==> config.mk <==
export PLATFORM = sky130hd
export DESIGN_NAME = sram_arbiter
export DESIGN_NICKNAME = d
export VERILOG_FILES = /design/src/rtl/sram_arb_pkg.sv /design/src/rtl/sram_arb_pick.sv /design/src/rtl/sram_arbiter.sv
export SDC_FILE = /design/constraint.sdc
export NUM_CORES = 1
export LEC_CHECK = 0
export ABC_AREA = 1
export CORE_MARGIN = 4
export CORE_UTILIZATION = 37
export DETAILED_ROUTE_END_ITERATION = 12
export HOLD_SLACK_MARGIN = 0.1
export PLACE_DENSITY = 0.76
export SYNTH_ARGS = -nofsm -noshare
export SYNTH_HDL_FRONTEND = slang
export SYNTH_SLANG_ARGS = --single-unit
export TNS_END_PERCENT = 5
==> constraint.sdc <==
create_clock -name clk -period 1.5 [get_ports clk]
set_input_delay 0.225 -clock clk [delete_from_list [all_inputs] [get_ports clk]]
set_output_delay 0.225 -clock clk [all_outputs]
set_load 0.05 [all_outputs]
==> src/rtl/sram_arb_pkg.sv <==
`default_nettype none
// ============================================================================
//  Module      : sram_arb_pkg
//  Description : Shared widths, default timing parameters and the state
//                encoding for the external SRAM arbiter.
//  Contents    : c_ADDR_W / c_DATA_W   - SRAM word address and data widths
//                c_WAIT_CYC_DEF        - default WE / OE-to-sample length
//                c_STARVE_MAX_DEF      - default write grants before a read
//                c_CNT_W               - width of the small cycle counters
//                state_e               - access sequencer states
//  Revision    : 1.0 - initial release
// ============================================================================
package sram_arb_pkg;

    localparam int c_ADDR_W         = 18;
    localparam int c_DATA_W         = 32;
    localparam int c_WAIT_CYC_DEF   = 2;
    localparam int c_STARVE_MAX_DEF = 4;
    localparam int c_CNT_W          = 4;   // holds 0..15, the legal range of both knobs

    typedef enum logic [2:0] {
        S_IDLE     = 3'd0,
        S_WR_SETUP = 3'd1,
        S_WR_PULSE = 3'd2,
        S_WR_HOLD  = 3'd3,
        S_RD_WAIT  = 3'd4,
        S_RD_DONE  = 3'd5
    } state_e;

endpackage
`default_nettype wire

==> src/rtl/sram_arb_pick.sv <==
`default_nettype none
// ============================================================================
//  Module      : sram_arb_pick
//  Description : Grant decision for the SRAM arbiter. Writes win by default;
//                after STARVE_MAX consecutive write grants with a read
//                waiting, the read is granted instead.
//  Ports       : clk, reset          - clock, synchronous active-high reset
//                wr_req, rd_req      - client requests
//                idle                - sequencer is in IDLE (grants only then)
//                grant_wr, grant_rd  - combinational one-hot grant
//  Revision    : 1.0 - initial release
// ============================================================================
module sram_arb_pick
    import sram_arb_pkg::*;
#(
    parameter int STARVE_MAX = c_STARVE_MAX_DEF
) (
    input  logic clk,
    input  logic reset,
    input  logic wr_req,
    input  logic rd_req,
    input  logic idle,
    output logic grant_wr,
    output logic grant_rd
);

    localparam logic [c_CNT_W-1:0] c_STARVE_LIM = STARVE_MAX[c_CNT_W-1:0];

    logic [c_CNT_W-1:0] r_starveCnt;
    logic               w_starved;

    // A read has waited long enough only while it is actually pending.
    assign w_starved = rd_req && (r_starveCnt == c_STARVE_LIM);
    assign grant_wr  = idle && wr_req && !w_starved;
    assign grant_rd  = idle && rd_req && !grant_wr;

    always_ff @(posedge clk) begin
        if (reset) begin
            r_starveCnt <= '0;
        end else if (!rd_req || grant_rd) begin
            r_starveCnt <= '0;
        end else if (grant_wr && (r_starveCnt != c_STARVE_LIM)) begin
            r_starveCnt <= r_starveCnt + 1'b1;
        end
    end

endmodule
`default_nettype wire

==> src/rtl/sram_arbiter.sv <==
`default_nettype none
// ============================================================================
//  Module      : sram_arbiter
//  Description : Time-multiplexes the external 32-bit SRAM (two 16-bit chips,
//                shared address, active-low strobes) between a write client
//                and a read client. Every access returns to IDLE for at least
//                one cycle, giving bus turnaround between FPGA and SRAM drive.
//  Ports       : clk, reset                  - f50 clock, sync active-high reset
//                wr_req/wr_addr/wr_data      - write client, held until wr_ack
//                wr_ack                      - one-cycle write completion pulse
//                rd_req/rd_addr              - read client, held until rd_valid
//                rd_data/rd_valid            - read result and its one-cycle pulse
//                xonOE/xonWE/xopAddr         - SRAM strobes (active-low), address
//                xonCE*/xonUB*/xonLB*        - chip enables and byte lanes
//                sram_wd/sram_dq_oe/sram_rd  - pad write data, drive enable, read data
//  Revision    : 1.0 - initial release
// ============================================================================
module sram_arbiter
    import sram_arb_pkg::*;
#(
    parameter int WAIT_CYC   = c_WAIT_CYC_DEF,
    parameter int STARVE_MAX = c_STARVE_MAX_DEF
) (
    input  logic                clk,
    input  logic                reset,
    input  logic                wr_req,
    input  logic [c_ADDR_W-1:0] wr_addr,
    input  logic [c_DATA_W-1:0] wr_data,
    output logic                wr_ack,
    input  logic                rd_req,
    input  logic [c_ADDR_W-1:0] rd_addr,
    output logic [c_DATA_W-1:0] rd_data,
    output logic                rd_valid,
    output logic                xonOE,
    output logic                xonWE,
    output logic [c_ADDR_W-1:0] xopAddr,
    output logic                xonCE1,
    output logic                xonUB1,
    output logic                xonLB1,
    output logic                xonCE2,
    output logic                xonUB2,
    output logic                xonLB2,
    output logic [c_DATA_W-1:0] sram_wd,
    output logic                sram_dq_oe,
    input  logic [c_DATA_W-1:0] sram_rd
);

    // WR_PULSE lasts WAIT_CYC cycles, RD_WAIT lasts WAIT_CYC+1; both count down to 0.
    localparam logic [c_CNT_W-1:0] c_PULSE_LOAD  = WAIT_CYC[c_CNT_W-1:0] - 1'b1;
    localparam logic [c_CNT_W-1:0] c_RDWAIT_LOAD = WAIT_CYC[c_CNT_W-1:0];

    state_e             r_state;
    state_e             w_nextState;
    logic [c_CNT_W-1:0] r_waitCnt;
    logic [c_CNT_W-1:0] w_nextWaitCnt;
    logic               w_grantWr;
    logic               w_grantRd;
    logic               w_capture;
    logic               w_writing;
    logic               w_selected;

    sram_arb_pick #(
        .STARVE_MAX (STARVE_MAX)
    ) u_pick (
        .clk      (clk),
        .reset    (reset),
        .wr_req   (wr_req),
        .rd_req   (rd_req),
        .idle     (r_state == S_IDLE),
        .grant_wr (w_grantWr),
        .grant_rd (w_grantRd)
    );

    always_ff @(posedge clk) begin
        if (reset) begin
            r_state   <= S_IDLE;
            r_waitCnt <= '0;
        end else begin
            r_state   <= w_nextState;
            r_waitCnt <= w_nextWaitCnt;
        end
    end

    always_comb begin
        w_nextState   = r_state;
        w_nextWaitCnt = r_waitCnt;
        w_capture     = 1'b0;
        case (r_state)
            S_IDLE: begin
                if (w_grantWr) begin
                    w_nextState = S_WR_SETUP;
                end else if (w_grantRd) begin
                    w_nextState   = S_RD_WAIT;
                    w_nextWaitCnt = c_RDWAIT_LOAD;
                end
            end
            S_WR_SETUP: begin
                w_nextState   = S_WR_PULSE;
                w_nextWaitCnt = c_PULSE_LOAD;
            end
            S_WR_PULSE: begin
                if (r_waitCnt == '0) begin
                    w_nextState = S_WR_HOLD;
                end else begin
                    w_nextWaitCnt = r_waitCnt - 1'b1;
                end
            end
            S_WR_HOLD: w_nextState = S_IDLE;
            S_RD_WAIT: begin
                if (r_waitCnt == '0) begin
                    w_nextState = S_RD_DONE;
                    w_capture   = 1'b1;   // last OE-low cycle: sample the pads
                end else begin
                    w_nextWaitCnt = r_waitCnt - 1'b1;
                end
            end
            S_RD_DONE: w_nextState = S_IDLE;
            default:   w_nextState = S_IDLE;
        endcase
    end

    // Pad controls are decoded from the next state and registered, so they
    // change on the same edge as the state they belong to.
    assign w_writing  = (w_nextState == S_WR_SETUP) || (w_nextState == S_WR_PULSE) ||
                        (w_nextState == S_WR_HOLD);
    assign w_selected = w_writing || (w_nextState == S_RD_WAIT);

    always_ff @(posedge clk) begin
        if (reset) begin
            xonOE      <= 1'b1;
            xonWE      <= 1'b1;
            xonCE1     <= 1'b1;
            xonUB1     <= 1'b1;
            xonLB1     <= 1'b1;
            xonCE2     <= 1'b1;
            xonUB2     <= 1'b1;
            xonLB2     <= 1'b1;
            xopAddr    <= '0;
            sram_wd    <= '0;
            rd_data    <= '0;
            sram_dq_oe <= 1'b0;
            wr_ack     <= 1'b0;
            rd_valid   <= 1'b0;
        end else begin
            xonOE      <= (w_nextState != S_RD_WAIT);
            xonWE      <= (w_nextState != S_WR_PULSE);
            xonCE1     <= !w_selected;
            xonUB1     <= !w_selected;
            xonLB1     <= !w_selected;
            xonCE2     <= !w_selected;
            xonUB2     <= !w_selected;
            xonLB2     <= !w_selected;
            sram_dq_oe <= w_writing;
            wr_ack     <= (w_nextState == S_WR_HOLD);
            rd_valid   <= (w_nextState == S_RD_DONE);
            // Address and data are latched at grant and held for the access.
            if (w_grantWr) begin
                xopAddr <= wr_addr;
                sram_wd <= wr_data;
            end else if (w_grantRd) begin
                xopAddr <= rd_addr;
            end
            if (w_capture) begin
                rd_data <= sram_rd;
            end
        end
    end

endmodule
`default_nettype wire

==> impl_metrics.ini <==
[drt]
routedWlPerCell_um = 14.4
drt_iter0_drc = 353
drt_pass1_iterations = 4
ant_nets = 0
via_count = 4221
routed_via_density = 4.77
remaining_drc_errors = 0
route.final.wire_length_mm = 12.7

[power_and_ir_drop]
cellInternalPower_uw = 6790
totalPowerFinal_uw = 12600
pwr-share-comb_pct = 56.8
sequentialPowerShare_pct = 29.5
clock_power_share_pct = 13.7
cellPowerDensity_nw_per_um2 = 1890
power.static_leakage_uw = 0.00306
sw_frac_of_total_pct = 46.2
total_switching_power_uw = 5850
max_ir_drop_vdd_mv = 0.947

[run_status]
failed_checks = setup timing
outcome = finished, violations left

[grt]
met1_usage_in_global_routing_pct = 22.3
grt_max_degree = 37
number_of_global_route_vias_before_repair = 4183
grt_overflow = 0
grt_use_met3_pct = 6.20
use_met2_pct = 31.8
antenna_found_initial = 0
first_pass_grt_wire_length_mm = 19.6
busiest_layer = met2
groute.usage.overall_pct = 18.9

[sta]
maxSlewHeadroom_pct = 78.8
clock-skew-final_ns = 0.0111
report.final.setup_viol = 12
holdWs_ns = 0.442
min_period_ns = 1.52
worst-slew-pin-transition_ns = 0.317
number_of_max_slew_violations_in_the_final_report = 0
period_share_pct = 102
hold_viol_final = 0
fmax_ghz = 0.656
final.setup.worst_slack_ns = -0.0246
unrepaired_setup_endpoints_after_global_routing = yes

[synthesis]
synth_top_area_share_pct = 49.2
number_of_nets_in_the_synthesized_netlist = 640
netlist_area_um2 = 4030
syn_inst = 532
avgSynthCellArea_um2 = 7.57
synth-seq-area-share_pct = 49.2
synth.ff_latch_count = 99
synth_top_area_cells = sky130_fd_sc_hd__dfxtp_1 49%, sky130_fd_sc_hd__nor2_1 14%, sky130_fd_sc_hd__o21ai_0 7.6%, sky130_fd_sc_hd__nand2_1 5.2%, sky130_fd_sc_hd__nand3_1 5.2%
synth_area_leader_cell = sky130_fd_sc_hd__dfxtp_1
yosysWarnings = 0
yosysUniqueCellTypes = 37

[worst_setup_path]
cp_data_required_time_ns = 1.75
r2r.worst_path.cells = 10
timing.critical_path.arrival_ns = 1.78
timing.setup.critical_path_class = register to register
cp-startpoint = u_pick.r_starveCnt[0]$_SDFFE_PP0P_
ff2ff_setup_slack_ns = -0.02
timing.rr.end = sram_wd[7]$_SDFFE_PP0N_
worstSetupEndpointType = register
critical_path.max_fanout = 6
worstReg2RegStart = u_pick.r_starveCnt[0]$_SDFFE_PP0P_
critical_path.startpoint_type = register
timing.critical_path.to = sram_wd[7]$_SDFFE_PP0N_

[placement]
weighted_congestion_at_the_end_of_routability_driven_global_placement = 0.837
pre_cts_slack_ns = -0.195
place.detailed.hpwl_mm = 9.13
port_buffers = 196

[final_layout]
area_delta_synth_final_pct = 66.0
drive_above_1_share_pct = 31.8
n_antenna_cell = 0
postLayoutCoreUtil_pct = 63.9
layout.nets = 852

[floorplanning]
start_util_pct = 38.5
fp.dieH_um = 112
rows = 37
num_io_pins = 197
floorplan.die_area_um2 = 12600
fp.dieW_um = 112
design.core.area_um2 = 10500

[clocking]
clk_pin_slew_worst_paths_ns = 0.10
cts.htree.levels = 3
tritoncts_clock_tree = yes
clock_buffer_depth = 2
cts.root.buffer_cell = sky130_fd_sc_hd__clkbuf_8
clk-insertion-delay-late_ns = 0.36
cts.sink_count = 99
clock_buffer_count_from_cts = 9

[min_path]
hp-class = input port to register

[job]
drv.max_cap_violation_count = 0
-- power groups by stage --
stage                     Clock [µW]  Sequential [µW]  Combinational, µW
after floorplan                    0             5810               2290
after global placement             0             3700               6550
after detailed placement           0             3730               6690
after CTS                       1780             3690               6880
after global routing            1900             3800               7640
final                           1730             3720               7180
-- critical path, cell delays in order, from the launching register on --
cell and delay (ns):
sky130_fd_sc_hd__dfxtp_2 0.33, sky130_fd_sc_hd__inv_2 0.08, sky130_fd_sc_hd__ha_4 0.14, sky130_fd_sc_hd__nand2_4 0.05, sky130_fd_sc_hd__nor2_4 0.11, sky130_fd_sc_hd__nand2_2 0.08
sky130_fd_sc_hd__nand2_4 0.15, sky130_fd_sc_hd__inv_8 0.07, sky130_fd_sc_hd__bufbuf_16 0.27, sky130_fd_sc_hd__nor2_2 0.07, sky130_fd_sc_hd__nor2_1 0.05
-- kinds of logic (layout without fill, tap and decap cells) --
group,count (synthesis),after routing,synth area share [%]
buffers and inverters,72,289,8.63
flip-flops,99,99,49.2
AND/OR/NAND/NOR,280,280,30.7
XOR/XNOR,2,2,0.435
adder cells (fa/ha/maj),4,4,1.24
AO/OA/AOI/OAI,75,75,9.78
-- timing repair --
item                                    CTS  global route
gates cloned                              1             2
buffers inserted                          4             2
endpoints found under the setup margin   68            88
pin swaps                                 5            12
endpoints found under the hold margin     0             0
hold buffers                              0             0
gates resized for setup                  17            67
-- final cells by class --
class | instances | area, µm²
tap | 136 | 170
multi-input combinational | 361 | 1910
timing repair buffer | 235 | 2260
fill | 881 | 3780
clock inverter | 6 | 65.1
sequential | 99 | 1990
clock buffer | 10 | 138
inverter | 38 | 153
-- metrics by stage --
step / instances / TNS [ns] / instance area (µm²)
floorplan: 532 / 0 / 4030
global placement: 860 / -2.81 / 6130
detailed placement: 860 / -5.72 / 6130
CTS: 881 / -0.228 / 6440
global route: 885 / -4.37 / 6690
finish: 885 / -0.158 / 6690
-- layout by cell type (no fill, tap or decap), types with 2 or more instances in the layout --
cell	instances
sky130_fd_sc_hd__inv_1	26
sky130_fd_sc_hd__nor2_2	39
sky130_fd_sc_hd__o21ai_4	2
sky130_fd_sc_hd__or2_2	6
sky130_fd_sc_hd__clkbuf_8	10
sky130_fd_sc_hd__nand3b_1	2
sky130_fd_sc_hd__o21ai_0	60
sky130_fd_sc_hd__nor2_4	10
sky130_fd_sc_hd__buf_6	6
sky130_fd_sc_hd__inv_2	10
sky130_fd_sc_hd__buf_12	14
sky130_fd_sc_hd__dfxtp_1	94
sky130_fd_sc_hd__clkdlybuf4s50_1	103
sky130_fd_sc_hd__nand2_4	4
sky130_fd_sc_hd__dfxtp_2	5
sky130_fd_sc_hd__clkinvlp_4	4
sky130_fd_sc_hd__or2_1	10
sky130_fd_sc_hd__o21ai_1	5
sky130_fd_sc_hd__or2_0	2
sky130_fd_sc_hd__ha_4	2
sky130_fd_sc_hd__nand2_2	7
sky130_fd_sc_hd__a21oi_1	6
sky130_fd_sc_hd__nand3_1	42
sky130_fd_sc_hd__buf_4	110
sky130_fd_sc_hd__nand2_1	50
sky130_fd_sc_hd__nor2_1	102
sky130_fd_sc_hd__nor3_1	2
sky130_fd_sc_hd__ha_1	2
-- cells in the mapped netlist --
master	instances
sky130_fd_sc_hd__nand2_1	56
sky130_fd_sc_hd__nand3_4	1
sky130_fd_sc_hd__buf_1	1
sky130_fd_sc_hd__clkbuf_2	1
sky130_fd_sc_hd__or2_1	10
sky130_fd_sc_hd__ha_1	4
sky130_fd_sc_hd__o22ai_1	1
sky130_fd_sc_hd__o21ai_2	1
sky130_fd_sc_hd__dfxtp_1	99
sky130_fd_sc_hd__o21ai_4	1
sky130_fd_sc_hd__o21ai_1	4
sky130_fd_sc_hd__nor2_2	3
sky130_fd_sc_hd__or2_0	2
sky130_fd_sc_hd__clkbuf_1	6
sky130_fd_sc_hd__o21ai_0	61
sky130_fd_sc_hd__xnor2_1	1
sky130_fd_sc_hd__buf_8	1
sky130_fd_sc_hd__nor3_2	1
sky130_fd_sc_hd__nor2_1	145
sky130_fd_sc_hd__and3_1	1
sky130_fd_sc_hd__inv_2	5
sky130_fd_sc_hd__inv_4	1
sky130_fd_sc_hd__nand3_1	42
sky130_fd_sc_hd__a21oi_1	6
sky130_fd_sc_hd__o31ai_1	1
sky130_fd_sc_hd__nand2_4	1
sky130_fd_sc_hd__nand3b_1	2
sky130_fd_sc_hd__or2_2	6
sky130_fd_sc_hd__xor2_1	1
sky130_fd_sc_hd__nor3b_2	1
sky130_fd_sc_hd__nor2_4	3
sky130_fd_sc_hd__nand2_2	4
sky130_fd_sc_hd__buf_2	14
sky130_fd_sc_hd__nor3_1	2
sky130_fd_sc_hd__inv_1	32
sky130_fd_sc_hd__buf_6	1
sky130_fd_sc_hd__buf_4	10
-- metal layers --
layer | vias to the layer above | routed length [µm]
met5 | - | 0
met4 | 0 | 264
met3 | 20 | 1150
met2 | 174 | 6160
met1 | 1934 | 5160
li1 | 2093 | -
-- registers in the layout, indices dropped and copies added (netlist names), 3 cells and up --
name / flops
sram_wd: 32
r_waitCnt: 4
xopAddr: 18
rd_data: 32
u_pick.r_starveCnt: 4
r_state: 3
-- worst min-delay path by stage --
stage / startpoint / endpoint / slack [ns] / cells after the start
after detailed placement: sram_wd[4]$_SDFFE_PP0N_ / sram_wd[4]$_SDFFE_PP0N_ / 0.47 / 2
after floorplan: sram_rd[0] / rd_data[0]$_SDFFE_PP0P_ / 0.36 / 2
after global placement: sram_wd[7]$_SDFFE_PP0N_ / sram_wd[7]$_SDFFE_PP0N_ / 0.46 / 2
after global routing: sram_rd[19] / rd_data[19]$_SDFFE_PP0P_ / 0.41 / 3
final: sram_rd[19] / rd_data[19]$_SDFFE_PP0P_ / 0.44 / 3
after CTS: sram_rd[12] / rd_data[12]$_SDFFE_PP0P_ / 0.42 / 3
Power figures use the tool's default switching activity.
